File: src/rtl/regfile_write_arbiter.sv
// rtl/regfile_write_arbiter.sv - ALU/LSU register-file write-port arbiter with pending-write scoreboard
module regfile_write_arbiter #(
    parameter int REGISTER_WIDTH_LENGTH = 32,
    parameter int ADDRESS_WIDTH_LENGTH  = 5
) (
    input  logic                                    clk,
    input  logic                                    rst,
    input  logic                                    AluValid,
    input  logic [ADDRESS_WIDTH_LENGTH-1:0]         AluReg,
    input  logic [REGISTER_WIDTH_LENGTH-1:0]        AluData,
    output logic                                    AluReady,
    input  logic                                    LsuValid,
    input  logic [ADDRESS_WIDTH_LENGTH-1:0]         LsuReg,
    input  logic [REGISTER_WIDTH_LENGTH-1:0]        LsuData,
    output logic                                    LsuReady,
    input  logic                                    IssueValid,
    input  logic [ADDRESS_WIDTH_LENGTH-1:0]         IssueReg,
    output logic [(1<<ADDRESS_WIDTH_LENGTH)-1:0]    Busy,
    output logic                                    RegWrite,
    output logic [ADDRESS_WIDTH_LENGTH-1:0]         WriteReg,
    output logic [REGISTER_WIDTH_LENGTH-1:0]        WriteData
);

    localparam int NUM_REGS = 1 << ADDRESS_WIDTH_LENGTH;

    // last_grant remembers who won the most recent handshake; the other side wins the next tie
    localparam logic GRANT_ALU = 1'b0;
    localparam logic GRANT_LSU = 1'b1;

    logic                             last_grant;
    logic                             alu_accept;
    logic                             lsu_accept;
    logic [ADDRESS_WIDTH_LENGTH-1:0]  sel_reg;
    logic [REGISTER_WIDTH_LENGTH-1:0] sel_data;
    logic [NUM_REGS-1:0]              busy_next;

    // Grant selection: lone requester wins, ties go round-robin, nothing granted during reset
    always_comb begin
        AluReady = 1'b0;
        LsuReady = 1'b0;
        if (!rst) begin
            if (AluValid && LsuValid) begin
                if (last_grant == GRANT_LSU) begin
                    AluReady = 1'b1;
                end else begin
                    LsuReady = 1'b1;
                end
            end else begin
                AluReady = AluValid;
                LsuReady = LsuValid;
            end
        end
    end

    assign alu_accept = AluValid & AluReady;
    assign lsu_accept = LsuValid & LsuReady;
    assign sel_reg    = alu_accept ? AluReg  : LsuReg;
    assign sel_data   = alu_accept ? AluData : LsuData;

    // Register the accepted request onto the write port; x0 is consumed but never written
    always_ff @(posedge clk) begin
        if (rst) begin
            last_grant <= GRANT_LSU;
            RegWrite   <= 1'b0;
            WriteReg   <= '0;
            WriteData  <= '0;
        end else begin
            RegWrite <= 1'b0;
            if (alu_accept || lsu_accept) begin
                last_grant <= alu_accept ? GRANT_ALU : GRANT_LSU;
                RegWrite   <= (sel_reg != '0);
                WriteReg   <= sel_reg;
                WriteData  <= sel_data;
            end
        end
    end

    // Scoreboard update: clear on writeback first, then a new issue to the same register re-sets it
    always_comb begin
        busy_next = Busy;
        if (RegWrite) begin
            busy_next[WriteReg] = 1'b0;
        end
        if (IssueValid && (IssueReg != '0)) begin
            busy_next[IssueReg] = 1'b1;
        end
        busy_next[0] = 1'b0;
    end

    // Scoreboard state; reset wipes every pending mark
    always_ff @(posedge clk) begin
        if (rst) begin
            Busy <= '0;
        end else begin
            Busy <= busy_next;
        end
    end

endmodule

File: config.mk
export PLATFORM = sky130hd
export DESIGN_NAME = regfile_write_arbiter
export DESIGN_NICKNAME = d
export VERILOG_FILES = /design/src/rtl/regfile_write_arbiter.sv
export SDC_FILE = /design/constraint.sdc
export NUM_CORES = 1
export LEC_CHECK = 0
export CAP_MARGIN = 5
export CORE_MARGIN = 1
export CORE_UTILIZATION = 38
export CTS_BUF_LIST = sky130_fd_sc_hd__clkbuf_4 sky130_fd_sc_hd__clkbuf_8 sky130_fd_sc_hd__clkbuf_16
export DETAILED_ROUTE_END_ITERATION = 12
export GPL_TIMING_DRIVEN = 0
export PLACE_DENSITY_LB_ADDON = 0.1
export SLEW_MARGIN = 10
export SYNTH_ARGS = -nofsm -noshare
export SYNTH_HDL_FRONTEND = slang
export SYNTH_SLANG_ARGS = --single-unit
File: constraint.sdc
create_clock -name clk -period 1.6 [get_ports clk]
set_clock_uncertainty 0.2 [all_clocks]
set_input_delay 0.48 -clock clk [delete_from_list [all_inputs] [get_ports clk]]
set_output_delay 0.48 -clock clk [all_outputs]
set_load 0.01 [all_outputs]
==> metrics.md, run 1 <==
| Metric | Value |
|---|---|
| H-tree Lvls | 3 |
| Max FO, Critical Path | 10 |
| Part of the power in the clock network | 0.361 |
| Post-synth top area share | 0.394 |
| Initial DRC Count | 113 |
| Unrepaired setup endpoints after global routing | yes |
| Sequential fraction of the synthesis area | 0.394 |
| Synth Register Bits | 70 |
| Logic pwr share | 0.221 |
| Final wirelength | 12.1 mm |
| Reg2reg setup slack | 40 ps |
| Crit path DAT | roughly 1300 ps |
| PnR worst setup slack | -402 ps |
| Main flop type after synthesis | dfxtp_1 |
| Unique masters post-synth | 31 |
| Routed met3 length | 780 um |
| Area contributors post-synth | dfxtp_1, mux2_2, o21ai_0 |
| Status | finished with violations |
| Total gr overflow | 0 |
| Leakage | 2.26 nW |
| Min cycle time layout | between 2000 and 2500 ps |
| Post-Syn Area | roughly 0.0036 mm^2 |
| Peak Freq | 499 MHz |
| Pre-antenna DRT Iters | 4 |
| Die height | 98.7 um |
| Worst Hold Class | reg2reg |
| Share of cells above drive strength 1 | 0.406 |
| Reg2reg start | WriteReg[2] |
| Initial antenna violation count | 0 |
| Routed len/inst | about 17 um |
| Slew @ Worst Pin | 528 ps |
| Mapped Cells | 420 |
| CTS tree | done |
| Placement Setup Slack | -1270 ps |
| Met2 routed WL | between 6 and 7 mm |
| Ys async rst share | 0 |
| Syn Nets | 504 |
| Sw frac | 0.275 |
| Post-DRT Antenna Nets | 0 |
| Worst vdd rail ir drop | roughly 0.43 mV |
| Via-to-Cell Ratio | 5.44 |
| Vias in the first global route | ~3,900 |
| NetSw | approximately 0.0013 W |
| Nets | about 690 |
| Cts hold-fix bufs | 0 |
| Pin count of the biggest net entering global routing | 16 |
| P&R area growth vs syn | 56.2% |
| Internal power | 0.00330 W |
| Cell taking the most area after synthesis | dfxtp_1 |
| Cell with the most instances after synthesis | dfxtp_1 |
| Site row count | 34 |
| Final period utilization | 1.25 |
| Routability Congestion | approximately 0.80 |
| PwrDens | 820 mW/mm^2 |
| Synth warn | 0 |
| Syn_area_per_cell | 8.47 um^2 |
| Top sig layer | met4 |
| I/O pins | 156 |
| Port bufs | 154 |
| Kind of capture point of the worst setup path | output port |
| Flop pwr share | 0.418 |
| Skew-Pair Late Insertion Delay | 340 ps |
| Total CTS buffers | 9 |
| Failing checks | setup timing |
| Area of the multi-input gates | 0.00209 mm^2 |
| Clk sink count | 70 |
| HPWL Detailed | 8.42 mm |
| Seq. cell area | 0.00148 mm^2 |
| Critical path class | in2out |
| Initial core utilization | 0.400 |
| CP Launch Point | rst |
| Worst slew margin | 0.648 |
| CORE AREA | between 0.008 and 0.009 mm^2 |
| Final hold vios | 0 |
| Max-slew violations | 0 |
| ANT cells | 0 |
| Die width | ~100 um |
| Reg-to-reg endpoint | Busy[9] |
| Commonest cells in the netlist | dfxtp_1, o21ai_0, nor2_1, nor3_1, nor3b_1 |
| Die area | 0.00975 mm^2 |
| Worst Reg-to-Reg Cells | 4 |
| Clock slew at reported path FFs | about 80 ps |
| CTS Buffer Depth | 2 |
| Worst Setup EP | LsuReady |
| Root Driver | clkbuf_8 |
| Startpoint types | input pin |
| WL met1 | between 4 and 5 mm |
| Global-route wire length before repair | 18.9 mm |
| Critical Path RT | between 900 and 1000 ps |
| Post-placement cell count | 682 |
| Number of synthesized flops with an enable pin | 0 |
| Number of fill cells | approximately 800 |
| Fin cells | about 720 |
| Drc violations | 0 |
| Worst hold margin | 355 ps |
| Via count | 3,925 |
| GRT Total Usage | 0.247 |
| Final setup violating endpoints | 10 |
| Max_cap viols | 0 |
-- layout by cell type (no fill, tap or decap), types with 4 or more instances in the layout --
master / instances
clkdlybuf4s50_1: 77
buf_2: 73
o21ai_0: 58
dfxtp_2: 47
nor2_1: 41
nor3_1: 33
mux2_2: 32
nor3b_1: 31
nor2b_1: 31
buf_4: 28
nor4_1: 28
dfxtp_1: 18
o21ai_1: 10
clkbuf_2: 9
clkbuf_8: 9
nand3b_1: 8
buf_6: 7
dfxtp_4: 5
a31oi_1: 5
a211oi_1: 5
clkbuf_1: 4
-- metrics by stage --
stage / util / setup TNS, ps / instance area (um^2) / total power (W)
finish: 0.625 / -955 / 5560 / 0.00455
global route: 0.625 / -1590 / 5560 / 0.00475
CTS: 0.646 / -803 / 5740 / 0.00458
detailed placement: 0.597 / -43010 / 5310 / 0.00293
global placement: 0.597 / -42560 / 5310 / 0.00291
floorplan: - / -164 / 3630 / 0.00239
-- repair_timing --
item	in CTS	in global routing
endpoints found under the hold margin	0	0
buffers inserted	18	9
cloned	0	0
endpoints found under the setup margin	139	93
resized for setup	297	95
pin swaps	1	6
-- layer usage --
metal  GRT usage  vias up
li1            -     1906
met1       0.271     1853
met2       0.450      140
met3      0.0610       26
met4       0.108        0
met5           0        -
-- sequential cells by signal, summed over array words and instances (netlist names) --
signal	cells
WriteReg	5
WriteData	32
Busy	31
RegWrite	1
last_grant	1
-- cell type report --
type / instances / share of cell area
inverters: 2 / 0.00135
well taps: 108 / 0.0243
plain buffers: 29 / 0.0374
repair buffers: 181 / 0.255
clock buffers: 10 / 0.0236
multi-input cells: 316 / 0.376
clock inverters: 6 / 0.0169
flip-flops and latches: 70 / 0.266
-- cell families (layout without fill, tap and decap cells) --
logic type,after synthesis,count (layout),synth area share
AND/OR/NAND/NOR,203,203,0.339
AO/OA/AOI/OAI,80,80,0.120
flip-flops,70,70,0.394
buffers and inverters,34,228,0.0443
multiplexers,32,32,0.101
other,1,1,0.00105
-- worst max-delay path, cell delays in order --
cell and delay [ps]:
buf_2 130, buf_8 120, buf_6 130, a211o_1 310, inv_2 60, buf_6 90
-- power by group through the flow --
stage	registers, W	clock network, W	logic (W)
floorplan	0.00198	0	0.000412
global placement	0.00194	0	0.000966
detailed placement	0.00195	0	0.000982
CTS	0.00190	0.00166	0.00101
global route	0.00191	0.00176	0.00108
finish	0.00190	0.00164	0.00101
-- how the worst min path moves through the flow --
stage	from	end	slack (ps)	cells past startpoint
floorplan	WriteReg[0]	WriteReg[0]	360	2
global placement	WriteReg[0]	WriteReg[0]	360	2
detailed placement	WriteReg[0]	WriteReg[0]	360	2
CTS	WriteReg[0]	WriteReg[0]	350	2
global route	rst	WriteData[14]	380	4
finish	WriteReg[0]	WriteReg[0]	350	2
Power figures use the tool's default switching activity.
==> inputs of run 2 (changes only) <==
Settings changed: CORE_ASPECT_RATIO set to 2.
==> run 2 against run 1 <==
The run still ends with setup timing left; power rose by 16%; die area rose by 0.24%; sequential power barely moved.
==> metrics.md, run 2 (synthesized netlist as in run 1, its figures left out) <==
| Metric | Value |
|---|---|
| Max-slew violations | 0 (unchanged) |
| Share of cells above drive strength 1 | 0.351 (was 0.406) |
| CTS tree | done (unchanged) |
| Root Driver | clkbuf_16 (was clkbuf_8) |
| Max FO, Critical Path | 3 (was 10) |
| DP Area | 0.00530 mm^2 (was 0.00531 mm^2) |
| Final setup TNS | -1210 ps (was -955 ps) |
| Vias in the first global route | 4,081 (was 3,892) |
| Worst Reg-to-Reg Cells | 4 (unchanged) |
| Via-to-Cell Ratio | 5.47 (was 5.44) |
| Clk sink count | 70 (unchanged) |
| Fin util | 0.639 (was 0.625) |
| Fin cells | 712 (was 722) |
| Worst hold margin | 266 ps (was 355 ps) |
| Nets | 689 (was 693) |
| Die height | 139 um (was 98.7 um) |
| Initial antenna violation count | 0 (unchanged) |
| Skew-Pair Late Insertion Delay | 330 ps (was 340 ps) |
| Die width | 70.4 um (was 98.7 um) |
| Peak Freq | 513 MHz (was 499 MHz) |
| Worst vdd rail ir drop | 0.808 mV (was 0.427 mV) |
| Crit path DAT | 1270 ps (was 1320 ps) |
| I/O pins | 156 (unchanged) |
| Worst Hold Class | in2reg (was reg2reg) |
| Pin count of the biggest net entering global routing | 19 (was 16) |
| Critical path class | in2out (unchanged) |
| Cts hold-fix bufs | 0 (unchanged) |
| Pre-antenna DRT Iters | 4 (unchanged) |
| Initial DRC Count | 201 (was 113) |
| Port bufs | 154 (unchanged) |
| Post-DRT Antenna Nets | 0 (unchanged) |
| Commonest non-fill, non-tap cell in the layout | clkdlybuf4s50_1 (unchanged) |
| H-tree Lvls | 3 (unchanged) |
| Reg2reg start | WriteReg[2] (unchanged) |
| Max_cap viols | 0 (unchanged) |
| Startpoint types | input pin (unchanged) |
| Total CTS buffers | 9 (unchanged) |
| PwrDens | 917 mW/mm^2 (was 820 mW/mm^2) |
| Routed len/inst | 18.0 um (was 16.8 um) |
| CP Launch Point | rst (unchanged) |
| Final wirelength | 12.8 mm (was 12.1 mm) |
| Critical Path RT | 920 ps (about the same) |
| Unrepaired setup endpoints after global routing | yes (unchanged) |
| GRT Total Usage | 0.263 (was 0.247) |
| Final instance area | 0.00576 mm^2 (was 0.00556 mm^2) |
| ANT cells | 0 (unchanged) |
| Worst Setup EP | LsuReady (unchanged) |
| CORE AREA | 0.00901 mm^2 (was 0.00889 mm^2) |
| Largest reg by FF count | WriteData (unchanged) |
| Top flop regs | WriteData x32, Busy x31, WriteReg x5 (unchanged) |
| Die area | 0.00977 mm^2 (was 0.00975 mm^2) |
| Site row count | 49 (was 34) |
| Total gr overflow | 0 (unchanged) |
| Clock slew at reported path FFs | 60 ps (was 80 ps) |
| Drc violations | 0 (unchanged) |
| Number of fill cells | 839 (was 804) |
| Status | finished with violations (unchanged) |
| P&R area growth vs syn | 62.1% (was 56.2%) |
| Final hold vios | 0 (unchanged) |
| Failing checks | setup timing (unchanged) |
| Initial core utilization | 0.395 (was 0.400) |
| Routability Congestion | 0.834 (was 0.805) |
| Via count | 3,896 (was 3,925) |
| PnR worst setup slack | -350 ps (was -402 ps) |
| Leakage | 2.30 nW (was 2.26 nW) |
| Global-route wire length before repair | 20.2 mm (was 18.9 mm) |
| Most frequent cells in the layout | clkdlybuf4s50_1, o21ai_0, dfxtp_1, clkbuf_2, nor2_1 (was clkdlybuf4s50_1, buf_2, o21ai_0, dfxtp_2, nor2_1) |
| Kind of capture point of the worst setup path | output port (unchanged) |
| Final setup violating endpoints | 17 (was 10) |
| Reg-to-reg endpoint | Busy[18] (was Busy[9]) |
| Post-placement cell count | 676 (was 682) |
| Reg2reg setup slack | 20 ps (was 40 ps) |
| CTS Buffer Depth | 2 (unchanged) |
| Final period utilization | 1.22 (was 1.25) |
| Min cycle time layout | 1950 ps (was 2000 ps) |
| HPWL Detailed | 9.16 mm (was 8.42 mm) |
| Number of flip-flops in the largest register | 32 (unchanged) |
## run 2: changes by cell type in the layout (fill, tap and decap cells not counted), sizes merged
cell,change
inv,-2
clkdlybuf4s15,+16
dlymetal6s2s,+4
clkbuf,+36
bufinv,+1
buf,-55
clkdlybuf4s50,-4
## run 2: where the power goes
part           internal [W]  total (W)  switching, W
combinational      0.000554    0.00103      0.000473
clock               0.00159    0.00235      0.000763
sequential          0.00185    0.00191     0.0000641
## run 2: layout make-up
cell class	count	area, um^2	area share
plain buffers	28	205	0.0356
clock buffers	11	246	0.0428
clock inverters	5	106	0.0185
inverters	2	7.51	0.00130
multi-input cells	316	2130	0.369
flip-flops and latches	70	1440	0.249
well taps	102	128	0.0221
repair buffers	178	1510	0.261
## run 2: worst max-delay path, cell delays in order
cell	delay, ps
buf_8	100
buf_8	110
buf_8	110
a211o_1	300
inv_2	70
buf_6	90
## run 2: stage by stage
step           setup slack (ps)  total power [W]
2_1_floorplan              -104          0.00239
3_3_place_gp              -1280          0.00292
3_5_place_dp              -1280          0.00294
4_1_cts                    -351          0.00530
5_1_grt                    -370          0.00548
6_report                   -350          0.00529
## run 2: timing repair
item	4_1_cts	5_1_grt
buffers inserted	23	2
endpoints found under the setup margin	141	93
gates resized for setup	233	91
endpoints found under the hold margin	0	0
pin swaps	3	6
## run 2: how the worst min path moves through the flow
stage / from / end / slack (ps) / cells after the start
after floorplan: WriteReg[0] / WriteReg[0] / 360 / 2
after global placement: WriteReg[0] / WriteReg[0] / 350 / 2
after detailed placement: WriteReg[1] / WriteReg[1] / 360 / 2
after CTS: WriteReg[0] / WriteReg[0] / 350 / 2
after global routing: LsuReg[1] / WriteReg[1] / 300 / 3
final: LsuReg[0] / WriteReg[0] / 270 / 3
## run 2: metal layers
| metal | track usage | wire length (um) |
|---|---|---|
| met4 | 0.133 | 524 |
| met1 | 0.245 | 4260 |
| met5 | 0 | 0 |
| met3 | 0.0501 | 559 |
| met2 | 0.516 | 7480 |
==> inputs of run 3 (changes only) <==
Settings changed: ABC_AREA set to 1, CORE_UTILIZATION 38 to 36, GPL_ROUTABILITY_DRIVEN set to 0.
==> run 3 against run 2 <==
The flow still finishes with violations (setup timing); register-to-register slack improved by 90 ps; setup slack better by 240 ps; power fell by 12%; utilization decreased by 2.0 points; final area decreased by 14%; sequential power about the same; die area fell by 11%; count of clock-buffer cells in the layout is 3 higher; sequential cell count did not move; fmax is 14% higher; critical path type is now reg2out; largest power group is now sequential cells.
==> metrics.md, run 3 <==
| Metric | Value |
|---|---|
| Status | finished with violations (unchanged) |
| Failing checks | setup timing (unchanged) |
| Initial DRC Count | 172 (was 201) |
| Die width | 66.6 um (was 70.4 um) |
| PnR worst setup slack | -110 ps (was -350 ps) |
| CTS Buffer Depth | 2 (unchanged) |
| Critical Path RT | 920 ps (about the same) |
| Final instance area | 0.00496 mm^2 (was 0.00576 mm^2) |
| Total Power | 0.00463 W (was 0.00529 W) |
| Worst slew margin | 0.652 |
| PwrDens | 935 mW/mm^2 (was 917 mW/mm^2) |
| Number of synthesized flops with an enable pin | 0 (unchanged) |
| Met2 routed WL | 5.52 mm (was 7.48 mm) |
| ANT cells | 0 (unchanged) |
| Worst path cell trace | buf_4 > a21oi_2 > buf_2 (was buf_8 > buf_8 > buf_8 > a211o_1 > inv_2 > buf_6) |
| Site row count | 46 (was 49) |
| Worst vdd rail ir drop | 0.571 mV (was 0.808 mV) |
| Routed met3 length | 788 um (was 559 um) |
| WL met1 | 3.37 mm (was 4.26 mm) |
| Initial antenna violation count | 0 (unchanged) |
| Port bufs | 153 (was 154) |
| Post-synth top area share | 0.466 (was 0.394) |
| Global-route wire length before repair | 17.0 mm (was 20.2 mm) |
| DP Area | 0.00468 mm^2 (was 0.00530 mm^2) |
| Area contributors post-synth | dfxtp_1, nand2_1, a31oi_1 (was dfxtp_1, mux2_2, o21ai_0) |
| Max FO, Critical Path | 3 (unchanged) |
| P&R area growth vs syn | 64.9% (was 62.1%) |
| Main flop type after synthesis | dfxtp_1 (unchanged) |
| Skew-Pair Late Insertion Delay | 330 ps (about the same) |
| Largest reg by FF count | WriteData (unchanged) |
| I/O pins | 156 (unchanged) |
| CTS tree | done (unchanged) |
| Unique masters post-synth | 24 (was 31) |
| Post-DRT Antenna Nets | 0 (unchanged) |
| Final hold vios | 0 (unchanged) |
| Min cycle time layout | 1710 ps (was 1950 ps) |
| Final period utilization | 1.07 (was 1.22) |
| Final wirelength | 10.3 mm (was 12.8 mm) |
| Worst Hold Class | reg2reg (was in2reg) |
| Pre-antenna DRT Iters | 4 (unchanged) |
| Max incr delay on CP | 330 ps (was 300 ps) |
| Share of cells above drive strength 1 | 0.264 (was 0.351) |
| Via count | 3,535 (was 3,896) |
| Drc violations | 0 (unchanged) |
| WP buf/inv | 2 (was 5) |
| Total CTS buffers | 9 (unchanged) |
| Syn_area_per_cell | 7.46 um^2 (was 8.47 um^2) |
| Peak Freq | 585 MHz (was 513 MHz) |
| Synth warn | 0 (unchanged) |
| Commonest cells in the netlist | nand2_1, dfxtp_1, a21oi_1, o21ai_0, a31oi_1 (was dfxtp_1, o21ai_0, nor2_1, nor3_1, nor3b_1) |
| Max_cap viols | 0 (unchanged) |
| Max-slew violations | 0 (unchanged) |
| Via-to-Cell Ratio | 5.18 (was 5.47) |
| Total gr overflow | 0 (unchanged) |
| Pin count of the biggest net entering global routing | 11 (was 19) |
| Routed len/inst | 15.1 um (was 18.0 um) |
| Cell taking the most area after synthesis | dfxtp_1 (unchanged) |
| Number of flip-flops in the largest register | 32 (unchanged) |
| Cell family with most CP delay | flip-flops (was buffers and inverters) |
| Post-Syn Area | 0.00301 mm^2 (was 0.00356 mm^2) |
| Clock slew at reported path FFs | 50 ps (was 60 ps) |
| Critical path class | reg2out (was in2out) |
| Slew @ Worst Pin | ~520 ps |
| Mapped Cells | 403 (was 420) |
| Die area | 0.00874 mm^2 (was 0.00977 mm^2) |
| Crit path DAT | 1030 ps (was 1270 ps) |
| GRT Total Usage | 0.256 (was 0.263) |
| Cell with the most instances after synthesis | nand2_1 (was dfxtp_1) |
| CORE AREA | 0.00800 mm^2 (was 0.00901 mm^2) |
| H-tree Lvls | 3 (unchanged) |
| Commonest non-fill, non-tap cell in the layout | nand2_1 (was clkdlybuf4s50_1) |
| Initial core utilization | 0.376 (was 0.395) |
| Final setup violating endpoints | 2 (was 17) |
| Die height | 131 um (was 139 um) |
| Leakage | 2.14 nW (was 2.30 nW) |
| Most frequent cells in the layout | nand2_1, clkdlybuf4s50_1, dfxtp_1, clkbuf_2 (was clkdlybuf4s50_1, o21ai_0, dfxtp_1, clkbuf_2, nor2_1) |
| Root Driver | clkbuf_16 (unchanged) |
| Ys async rst share | 0 (unchanged) |
| Top flop regs | WriteData x32, Busy x31, WriteReg x5 (unchanged) |
| Top sig layer | met4 (unchanged) |
| Syn Nets | 487 (was 504) |
| Clk sink count | 70 (unchanged) |
| Synth Register Bits | 70 (unchanged) |
| Cts hold-fix bufs | 0 (unchanged) |
| Startpoint types | flop (was input pin) |
| Kind of capture point of the worst setup path | output port (unchanged) |
| Sequential fraction of the synthesis area | 0.466 (was 0.394) |
| Slowest stage cell on the critical path | dfxtp_2 (was a211o_1) |
| Unrepaired setup endpoints after global routing | yes (unchanged) |
| Nets | 667 (was 689) |
| Vias in the first global route | 3,691 (was 4,081) |
| HPWL Detailed | 7.61 mm (was 9.16 mm) |
-- run 3: final timing paths --
check | from | end | slack [ps] | cells after the start
worst max register to register | last_grant | RegWrite | 110 | 9
worst min-delay path | Busy[10] | Busy[10] | 270 | 2
worst min register to register | Busy[10] | Busy[10] | 270 | 2
worst max-delay path | last_grant | LsuReady | -110 | 3
-- run 3: repair_timing --
| action | 4_1_cts | 5_1_grt |
|---|---|---|
| pin swaps | 6 | 4 |
| endpoints found under the setup margin | 141 | 98 |
| setup buffers | 15 | 2 |
| resized for setup | 213 | 84 |
-- run 3: area by class of cell --
class | count | area, um^2
Sequential cell | 70 | 1420
Timing Repair Buffer | 170 | 1370
Multi-Input combinational cell | 283 | 1500
Buffer | 21 | 145
Clock inverter | 1 | 5.00
Fill cell | 742 | 3040
Tap cell | 96 | 120
Inverter | 28 | 120
Clock buffer | 14 | 275
-- run 3: power by group --
part | internal [W] | leakage [nW] | total (W) | switching (W)
logic | 0.000422 | 1.42 | 0.000864 | 0.000443
clock network | 0.00117 | 0.143 | 0.00186 | 0.000688
registers | 0.00185 | 0.578 | 0.00191 | 0.0000620
-- run 3: tightest hold or removal path, stage by stage, from the launching register on --
cell and delay [ps]:
dfxtp_1 300, o21ai_0 60, a21oi_1 60
-- run 3: metrics by stage --
step,setup TNS (ps),cells,setup slack (ps),utilization,hold slack [ps]
after floorplan,-70.0,403,-70.0,-,294
after global placement,-41520,652,-1230,0.584,256
after detailed placement,-43370,652,-1240,0.584,266
after CTS,-295,682,-258,0.648,261
after global routing,-319,683,-161,0.620,297
final,-208,683,-110,0.620,269
-- run 3: routing by layer --
| metal | global-route usage | vias up |
|---|---|---|
| met5 | 0 | - |
| met4 | 0.164 | 0 |
| met3 | 0.0807 | 40 |
| met2 | 0.465 | 171 |
| met1 | 0.228 | 1590 |
| li1 | - | 1734 |
-- run 3: cell families after synthesis --
family,Yosys count,synth area share
flip-flops,70,0.466
buffers and inverters,50,0.0799
other,1,0.00125
AO/OA/AOI/OAI,135,0.244
AND/OR/NAND/NOR,147,0.208
